File: src/rtl/icache_refill_axi.sv
// I-cache line refill AXI4 read master: one burst per miss, beats gathered into a line buffer.
// Define ICACHE_REFILL_CRITFIRST_EN for a critical-word-first WRAP burst with an early crit pulse.
module icache_refill_axi #(
  parameter int         LINE_WORDS = 4,
  parameter logic [3:0] AXI_ID     = 4'd0
) (
  input  logic                     clk,
  input  logic                     reset,
  input  logic                     req_valid_i,
  output logic                     req_ready_o,
  input  logic [31:0]              req_addr_i,
  input  logic                     flush_i,
  output logic                     line_valid_o,
  output logic [32*LINE_WORDS-1:0] line_data_o,
  output logic                     line_err_o,
  output logic                     crit_valid_o,
  output logic [31:0]              crit_data_o,
  output logic                     arvalid_o,
  input  logic                     arready_i,
  output logic [31:0]              araddr_o,
  output logic [3:0]               arid_o,
  output logic [7:0]               arlen_o,
  output logic [2:0]               arsize_o,
  output logic [1:0]               arburst_o,
  input  logic                     rvalid_i,
  output logic                     rready_o,
  input  logic [31:0]              rdata_i,
  input  logic [1:0]               rresp_i,
  input  logic                     rlast_i,
  input  logic [3:0]               rid_i
);

  localparam int IDX_W = $clog2(LINE_WORDS);
  localparam int CNT_W = IDX_W + 1;
  localparam logic [CNT_W-1:0] FULL_CNT  = CNT_W'(LINE_WORDS);
  localparam logic [CNT_W-1:0] LAST_CNT  = CNT_W'(LINE_WORDS - 1);
  localparam logic [31:0]      LINE_MASK = ~(32'(LINE_WORDS * 4) - 32'd1);

  localparam logic [1:0] IDLE = 2'd0;
  localparam logic [1:0] AR   = 2'd1;
  localparam logic [1:0] R    = 2'd2;
  localparam logic [1:0] DONE = 2'd3;

  logic [1:0]                     state;
  logic [31:0]                    addr;
  logic [LINE_WORDS-1:0][31:0]    line_buf;
  logic [IDX_W-1:0]               idx;
  logic [CNT_W-1:0]               cnt;
  logic                           err;
  logic                           flush;
  logic [IDX_W-1:0]               start_idx;
  logic [31:0]                    ar_addr;
  logic [1:0]                     ar_burst;
  logic                           in_ar;
  logic                           in_r;
  logic                           unused;

  assign unused = ^rid_i;

`ifdef ICACHE_REFILL_CRITFIRST_EN
  logic first;

  assign start_idx = req_addr_i[IDX_W+1:2];
  assign ar_addr   = {addr[31:2], 2'b00};
  assign ar_burst  = 2'b10;
  assign crit_valid_o = in_r && rvalid_i && first && !flush && !flush_i;
  assign crit_data_o  = crit_valid_o ? rdata_i : 32'd0;
`else
  assign start_idx = '0;
  assign ar_addr   = addr & LINE_MASK;
  assign ar_burst  = 2'b01;
  assign crit_valid_o = 1'b0;
  assign crit_data_o  = 32'd0;
`endif

  assign in_ar = (state == AR);
  assign in_r  = (state == R);

  // The reset term keeps req_ready low for as long as reset is held, not just after the edge.
  assign req_ready_o  = reset && (state == IDLE);
  assign arvalid_o    = in_ar;
  assign araddr_o     = in_ar ? ar_addr  : 32'd0;
  assign arburst_o    = in_ar ? ar_burst : 2'b00;
  assign arlen_o      = in_ar ? 8'(LINE_WORDS - 1) : 8'd0;
  assign arsize_o     = in_ar ? 3'b010 : 3'b000;
  assign arid_o       = in_ar ? AXI_ID : 4'd0;
  assign rready_o     = in_r;
  assign line_valid_o = (state == DONE) && !flush && !flush_i;
  assign line_data_o  = line_buf;
  assign line_err_o   = err;

  // Beats past LINE_WORDS still advance idx but never overwrite the buffer.
  always_ff @(posedge clk or negedge reset) begin
    if (!reset) begin
      state    <= IDLE;
      addr     <= 32'd0;
      line_buf <= '0;
      idx      <= '0;
      cnt      <= '0;
      err      <= 1'b0;
      flush    <= 1'b0;
`ifdef ICACHE_REFILL_CRITFIRST_EN
      first    <= 1'b0;
`endif
    end else begin
      case (state)
        IDLE: begin
          if (req_valid_i) begin
            addr  <= req_addr_i;
            err   <= 1'b0;
            flush <= 1'b0;
            cnt   <= '0;
            idx   <= start_idx;
`ifdef ICACHE_REFILL_CRITFIRST_EN
            first <= 1'b1;
`endif
            state <= AR;
          end
        end
        AR: begin
          if (flush_i) flush <= 1'b1;
          if (arready_i) state <= R;
        end
        R: begin
          if (flush_i) flush <= 1'b1;
          if (rvalid_i) begin
            if (cnt != FULL_CNT) begin
              line_buf[idx] <= rdata_i;
              cnt           <= cnt + CNT_W'(1);
            end
            idx <= idx + IDX_W'(1);
`ifdef ICACHE_REFILL_CRITFIRST_EN
            first <= 1'b0;
`endif
            if (rresp_i != 2'b00) err <= 1'b1;
            if (rlast_i) begin
              if (cnt != LAST_CNT) err <= 1'b1;
              state <= DONE;
            end
          end
        end
        default: begin
          if (flush_i) flush <= 1'b1;
          state <= IDLE;
        end
      endcase
    end
  end

endmodule

File: config.mk
export PLATFORM = sky130hd
export DESIGN_NAME = icache_refill_axi
export DESIGN_NICKNAME = d
export VERILOG_FILES = /design/src/rtl/icache_refill_axi.sv
export SDC_FILE = /design/constraint.sdc
export NUM_CORES = 1
export LEC_CHECK = 0
export BUFFER_PORTS_ARGS = -buffer_cell sky130_fd_sc_hd__buf_2
export CAP_MARGIN = 0
export CELL_PAD_IN_SITES_DETAIL_PLACEMENT = 2
export CELL_PAD_IN_SITES_GLOBAL_PLACEMENT = 2
export CORE_UTILIZATION = 33
export DETAILED_ROUTE_END_ITERATION = 10
export PLACE_DENSITY = 0.82
export SLEW_MARGIN = 30
export SYNTH_ARGS = -nofsm -noshare
export SYNTH_HDL_FRONTEND = slang
export SYNTH_SLANG_ARGS = --single-unit
File: constraint.sdc
create_clock -name clk -period 3.3 [get_ports clk]
set_input_delay 0.165 -clock clk [delete_from_list [all_inputs] [get_ports clk]]
set_output_delay 0.165 -clock clk [all_outputs]
set_load 0.01 [all_outputs]
Yosys cells after proc, flatten, opt, wreduce, memory -nomap -nowiden
Cells that the tools add are included.
{"block": "classes", "add_sub_neg": 2, "n_lt_le_gt_ge": 2, "eq_ne": 10, "n_mux": 27, "n_reduce_logical": 16}
{"operator": "$bwmux 128", "count": 1}
{"operator": "$demux 32 s2", "count": 1}
{"operator": "$mux 32", "count": 2}
{"operator": "$mux 2", "count": 8}
{"operator": "$mux 3", "count": 3}
{"operator": "$mux 1", "count": 8}
{"operator": "$reduce_and 4->1", "count": 2}
{"operator": "$ne 2x2->1 const B", "count": 3}
{"operator": "$pmux 2 s3", "count": 1}
{"operator": "$pmux 3 s2", "count": 1}
{"operator": "$reduce_and 3->1", "count": 2}
{"operator": "$reduce_bool 2->1", "count": 3}
{"operator": "$eq 2x2->1 const B", "count": 2}
{"operator": "$logic_and 1x1->1", "count": 4}
{"operator": "$ne 2x1->1 const B", "count": 2}
{"operator": "$pmux 2 s2", "count": 1}
{"operator": "$reduce_and 2->1", "count": 2}
{"operator": "$add 3x1->3 const B", "count": 1}
{"operator": "$lt 2x3->1 const B", "count": 1}
{"operator": "$ne 3x2->1 const B", "count": 1}
{"operator": "$ne 3x3->1 const B", "count": 1}
{"operator": "$add 2x1->2 const B", "count": 1}
{"operator": "$eq 2x1->1 const B", "count": 1}
{"operator": "$ge 2x1->1 const B", "count": 1}
{"operator": "3 further kinds", "count": 4}
{"block": "word_totals", "ff_bits": 169, "out_inout_bits": 215, "word_cells": 67}

Longest topological paths before layout
{"block": "logic_depth", "depth_word": 6, "depth_mapped": 7}

Least setup slack after synthesis
No wires, ideal clock.
{"block": "synth_timing", "path_kind": "flip-flop to flip-flop", "from": "register state[0]", "to": "register state[1]", "setup_time_ps": 125, "arrival_ps": 1604, "setup_slack_ps": 1571, "path_stages_with_launch": 6, "n_path_buf": 0, "period_less_slack_ps": 1729, "path_cell_list": "dfrtp_1 inv_1 ha_1 nor2b_1 a2111oi_2 mux2_2"}
{"block": "synth_between", "elab_chain_cells": 3}
{"element": "start, declared", "line": "44", "rtl": "logic [1:0] state;"}
{"element": "start signal, assigned", "line": "95", "rtl": "state <= IDLE;"}
{"element": "start signal, assigned", "line": "117", "rtl": "state <= AR;"}
{"element": "start signal, assigned", "line": "122", "rtl": "if (arready_i) state <= R;"}
{"element": "$eq 2x2->1, or another cell as far along", "line": "106", "rtl": "case (state)"}
{"element": "$ne 2x1->1 (no source line) / $ne 2x2->1 (equally long branches)"}
{"element": "$reduce_and 4->1 (no source line)"}
Parallel ways exist; a longest one is shown, timed or not.
A chain may end at the register's enable or synchronous reset.

Final worst setup path
{"block": "layout_timing", "from": "register cnt[0]", "to": "register line_buf (netlist bit line_data_o[87])"}
{"block": "layout_between", "elab_chain_cells": 2}
{"element": "start, declared", "line": "48", "rtl": "logic [CNT_W-1:0] cnt;"}
{"element": "start signal, assigned", "line": "129", "rtl": "cnt <= cnt + CNT_W'(1);"}
{"element": "$ne 3x3->1", "line": "127", "rtl": "if (cnt != FULL_CNT) begin"}
{"element": "$reduce_and 3->1 (no source line)"}
{"element": "end signal, assigned by index", "line": "128", "rtl": "line_buf[idx] <= rdata_i;"}
{"element": "end, declared", "line": "46", "rtl": "logic [LINE_WORDS-1:0][31:0] line_buf;"}
Every way passes these cells.

==> out/metrics.yaml <==
outcome:
  status: "completed"
clock_network:
  cts.sink_count: 165
  cts-root-buf: "clkbuf_16"
  clk_latency_ns: 0.42
  cts_buffer_depth: 2
  numCtsBuffers: 17
  cts.htree.levels: 4
  tritoncts: "yes"
  clk_pin_slew_worst_paths_ns: 0.07
  postCtsSetupRepairBufs: 0
worst_setup_path:
  r2r_cells: 6
  r2r_setup_slack_ns: 1.09
  path_class: "register to register"
  worstReg2RegEnd: "line_data_o[87]$_DFFE_PN0P_"
  crit_path_end: "line_data_o[87]$_DFFE_PN0P_"
  startpoint_type: "register"
  worstReg2RegStart: "cnt[0]$_DFFE_PN0P_"
  cp-startpoint: "cnt[0]$_DFFE_PN0P_"
  path_max_fanout: 27
  cp_data_required_time_ns: 3.60
  worst_setup_path_end_kind: "register"
  cp.arrival_ns: 2.50
synthesis:
  postSynthAreaPerCell_um2: 14.49
  ys_ff_latch: 165
  synth_area_um2: 6998
  netlist.area_leader.share_pct: 59.00
  synth.largest_area_cell: "dfrtp_1"
  postSynthCellCount: 483
  synth-seq-area-share_pct: 59.00
  synth_area_leaders: "dfrtp_1, mux2_2, buf_4"
  ys_types: 25
  yosys_warnings: 0
sta:
  period_minus_slack_ns: 2.208
  tightestPinTransition_ns: 0.7199
  tns_ns: 0
  setup_viol: 0
  clock_skew_ns: 0.008166
  clock.fmax_mhz: 452.9
  rsz0062_at_grt: "no"
  slew-limit-headroom_pct: 51.84
  whs_ns: 0.02399
  maxSlewViolCount: 0
  hold_viol: 0
  finalCritPeriodShare_pct: 66.91
die:
  die_w_um: 147.6
  row_count: 52
  initial_core_util_pct: 34.15
  core_area_um2: 20490
  die-area_um2: 21790
  die_height_um: 147.6
  ios: 292
placed_design:
  place.gp.congestion: 0.7184
  dp_hpwl_mm: 14.46
  dp.cells: 971
  place_area_um2: 8304
  io_buffer_count: 233
global_route:
  met2_usage_pct: 38.54
  grt_max_degree: 87
  grt_busiest_layer: "met2"
  antenna_found_initial: 1
  grt_use_met3_pct: 4.877
  grt_pass1_vias: 5625
  met1_usage_pct: 22.53
  grt-ovfl-total: 0
  grt_use_total_pct: 20.45
  grt_pass1_wl_mm: 33.62
detailed_routing:
  wire_per_inst_um: 21.08
  drc: 0
  wl_mm: 21.77
  via_per_inst: 4.630
  via_count: 4783
  firstDrtPassIters: 4
  drtIter0Drc: 70
  ant_nets: 0
pwr:
  power_density_nw_per_um2: 956.2
  power_uw: 8806
  leakage_uw: 0.004827
  ir_drop_uv: 370.9
final_layout:
  areaGrowthSynthToFinish_pct: 31.61
  stdcell_area_um2: 9210
  multi_input_area_um2: 2525
  regArea_um2: 4129
  instances_no_fill: 1033
  final_layout_size_suffix_gt1_share_pct: 57.22
  final_nets: 838
  n_fill_cell: 2066
hold_path:
  holdCritPathClass: "input port to register"
  min_from: "rdata_i[6]"
flow_run:
  drv_cap: 0
flip-flops by register name (all words and copies together) (netlist names):
signal and cells:
addr 28, cnt 3, flush 1, idx 2
line_data_o 128, line_err_o 1, state 2
worst max-delay path, cell delays in order, from the launching register on:
cell and delay (ns):
dfrtp_1 0.40, inv_1 0.08, ha_1 0.19, nand2_1 0.24, nand4_1 0.48, buf_12 0.36
mux2_2 0.30
cell families (layout without fill, tap and decap cells):
kind of cell | Yosys count | in the layout | synth area share, %
AOI/OAI and AO/OA | 10 | 10 | 1.180
adders and majority gates | 11 | 11 | 1.967
buffers and inverters | 83 | 313 | 7.617
DFF | 165 | 165 | 59.00
muxes | 159 | 159 | 25.57
other | 1 | 51 | 0.05359
and+or+nand+nor | 54 | 54 | 4.613
per-stage QoR:
step / utilization, % / setup WS, ns
floorplan: - / 1.571
global placement: 40.51 / 1.172
detailed placement: 40.52 / 1.064
CTS: 44.87 / 0.8678
global route: 44.94 / 0.9700
finish: 44.94 / 1.092
report_power, final:
group | internal (µW) | switching (µW)
logic | 1620 | 1670
registers | 2930 | 541
clock network | 1200 | 850
total | 5750 | 3060
synth_stat cells (all sizes together):
cell type,number
dfrtp,165
mux2,158
buf,69
and2,30
ha,11
inv,10
clkbuf,4
nand2,4
nand4,4
nor2,4
nor2b,4
and3,3
nand2b,3
a21oi,2
a221o,2
a22o,2
a2111oi,1
conb,1
mux2i,1
o21ai,1
o22ai,1
o311ai,1
or2,1
or3b,1
cell usage in the layout (no fill, tap or decap), types with 2 or more instances in the layout:
cell             n
and3_1           3
inv_1           10
a22o_1           2
dlygate4sd3_1   30
ha_1            10
nor2b_1          4
bufinv_16        3
clkinv_4         2
and2_1          30
nor2_1           4
inv_6            3
nand2_1          3
nand2b_1         3
clkinvlp_4       2
conb_1          50
buf_2          232
a221o_1          2
mux2_2         158
a21oi_1          2
buf_12           3
clkbuf_16       17
buf_4            6
dfrtp_1        165
nand4_1          4
clkinv_2         3
metal layers:
| layer | vias to the layer above | routed length (µm) |
|---|---|---|
| met2 | 189 | 11950 |
| met4 | 0 | 328 |
| met3 | 25 | 1175 |
| li1 | 2084 | - |
| met1 | 2485 | 8316 |
| met5 | - | 0 |
final cells by class:
| class | count | share of cell area [%] |
|---|---|---|
| flip-flops and latches | 165 | 44.83 |
| multi-input cells | 284 | 27.41 |
| repair buffers | 272 | 17.13 |
| clock buffers | 17 | 4.619 |
| well taps | 270 | 3.668 |
| clock inverters | 14 | 1.902 |
| inverters | 10 | 0.4076 |
| diodes | 1 | 0.02717 |
how the worst min path moves through the flow:
stage                                        end  slack, ns  cells after the start
finish               line_data_o[70]$_DFFE_PN0P_       0.02                      2
global route         line_data_o[97]$_DFFE_PN0P_       0.01                      2
CTS                  line_data_o[14]$_DFFE_PN0P_      0.001                      2
detailed placement  line_data_o[112]$_DFFE_PN0P_       0.15                      1
global placement    line_data_o[112]$_DFFE_PN0P_       0.13                      1
floorplan                   addr[10]$_DFFE_PN0P_      -0.13                      0
what timing repair did:
item / in CTS / in global routing
setup endpoints to repair: 0 / 0
endpoints found under the hold margin: 76 / 1
hold buffers: 29 / 1
resized for setup: 0 / 0
No activity file was read; power rests on OpenSTA's default activity.
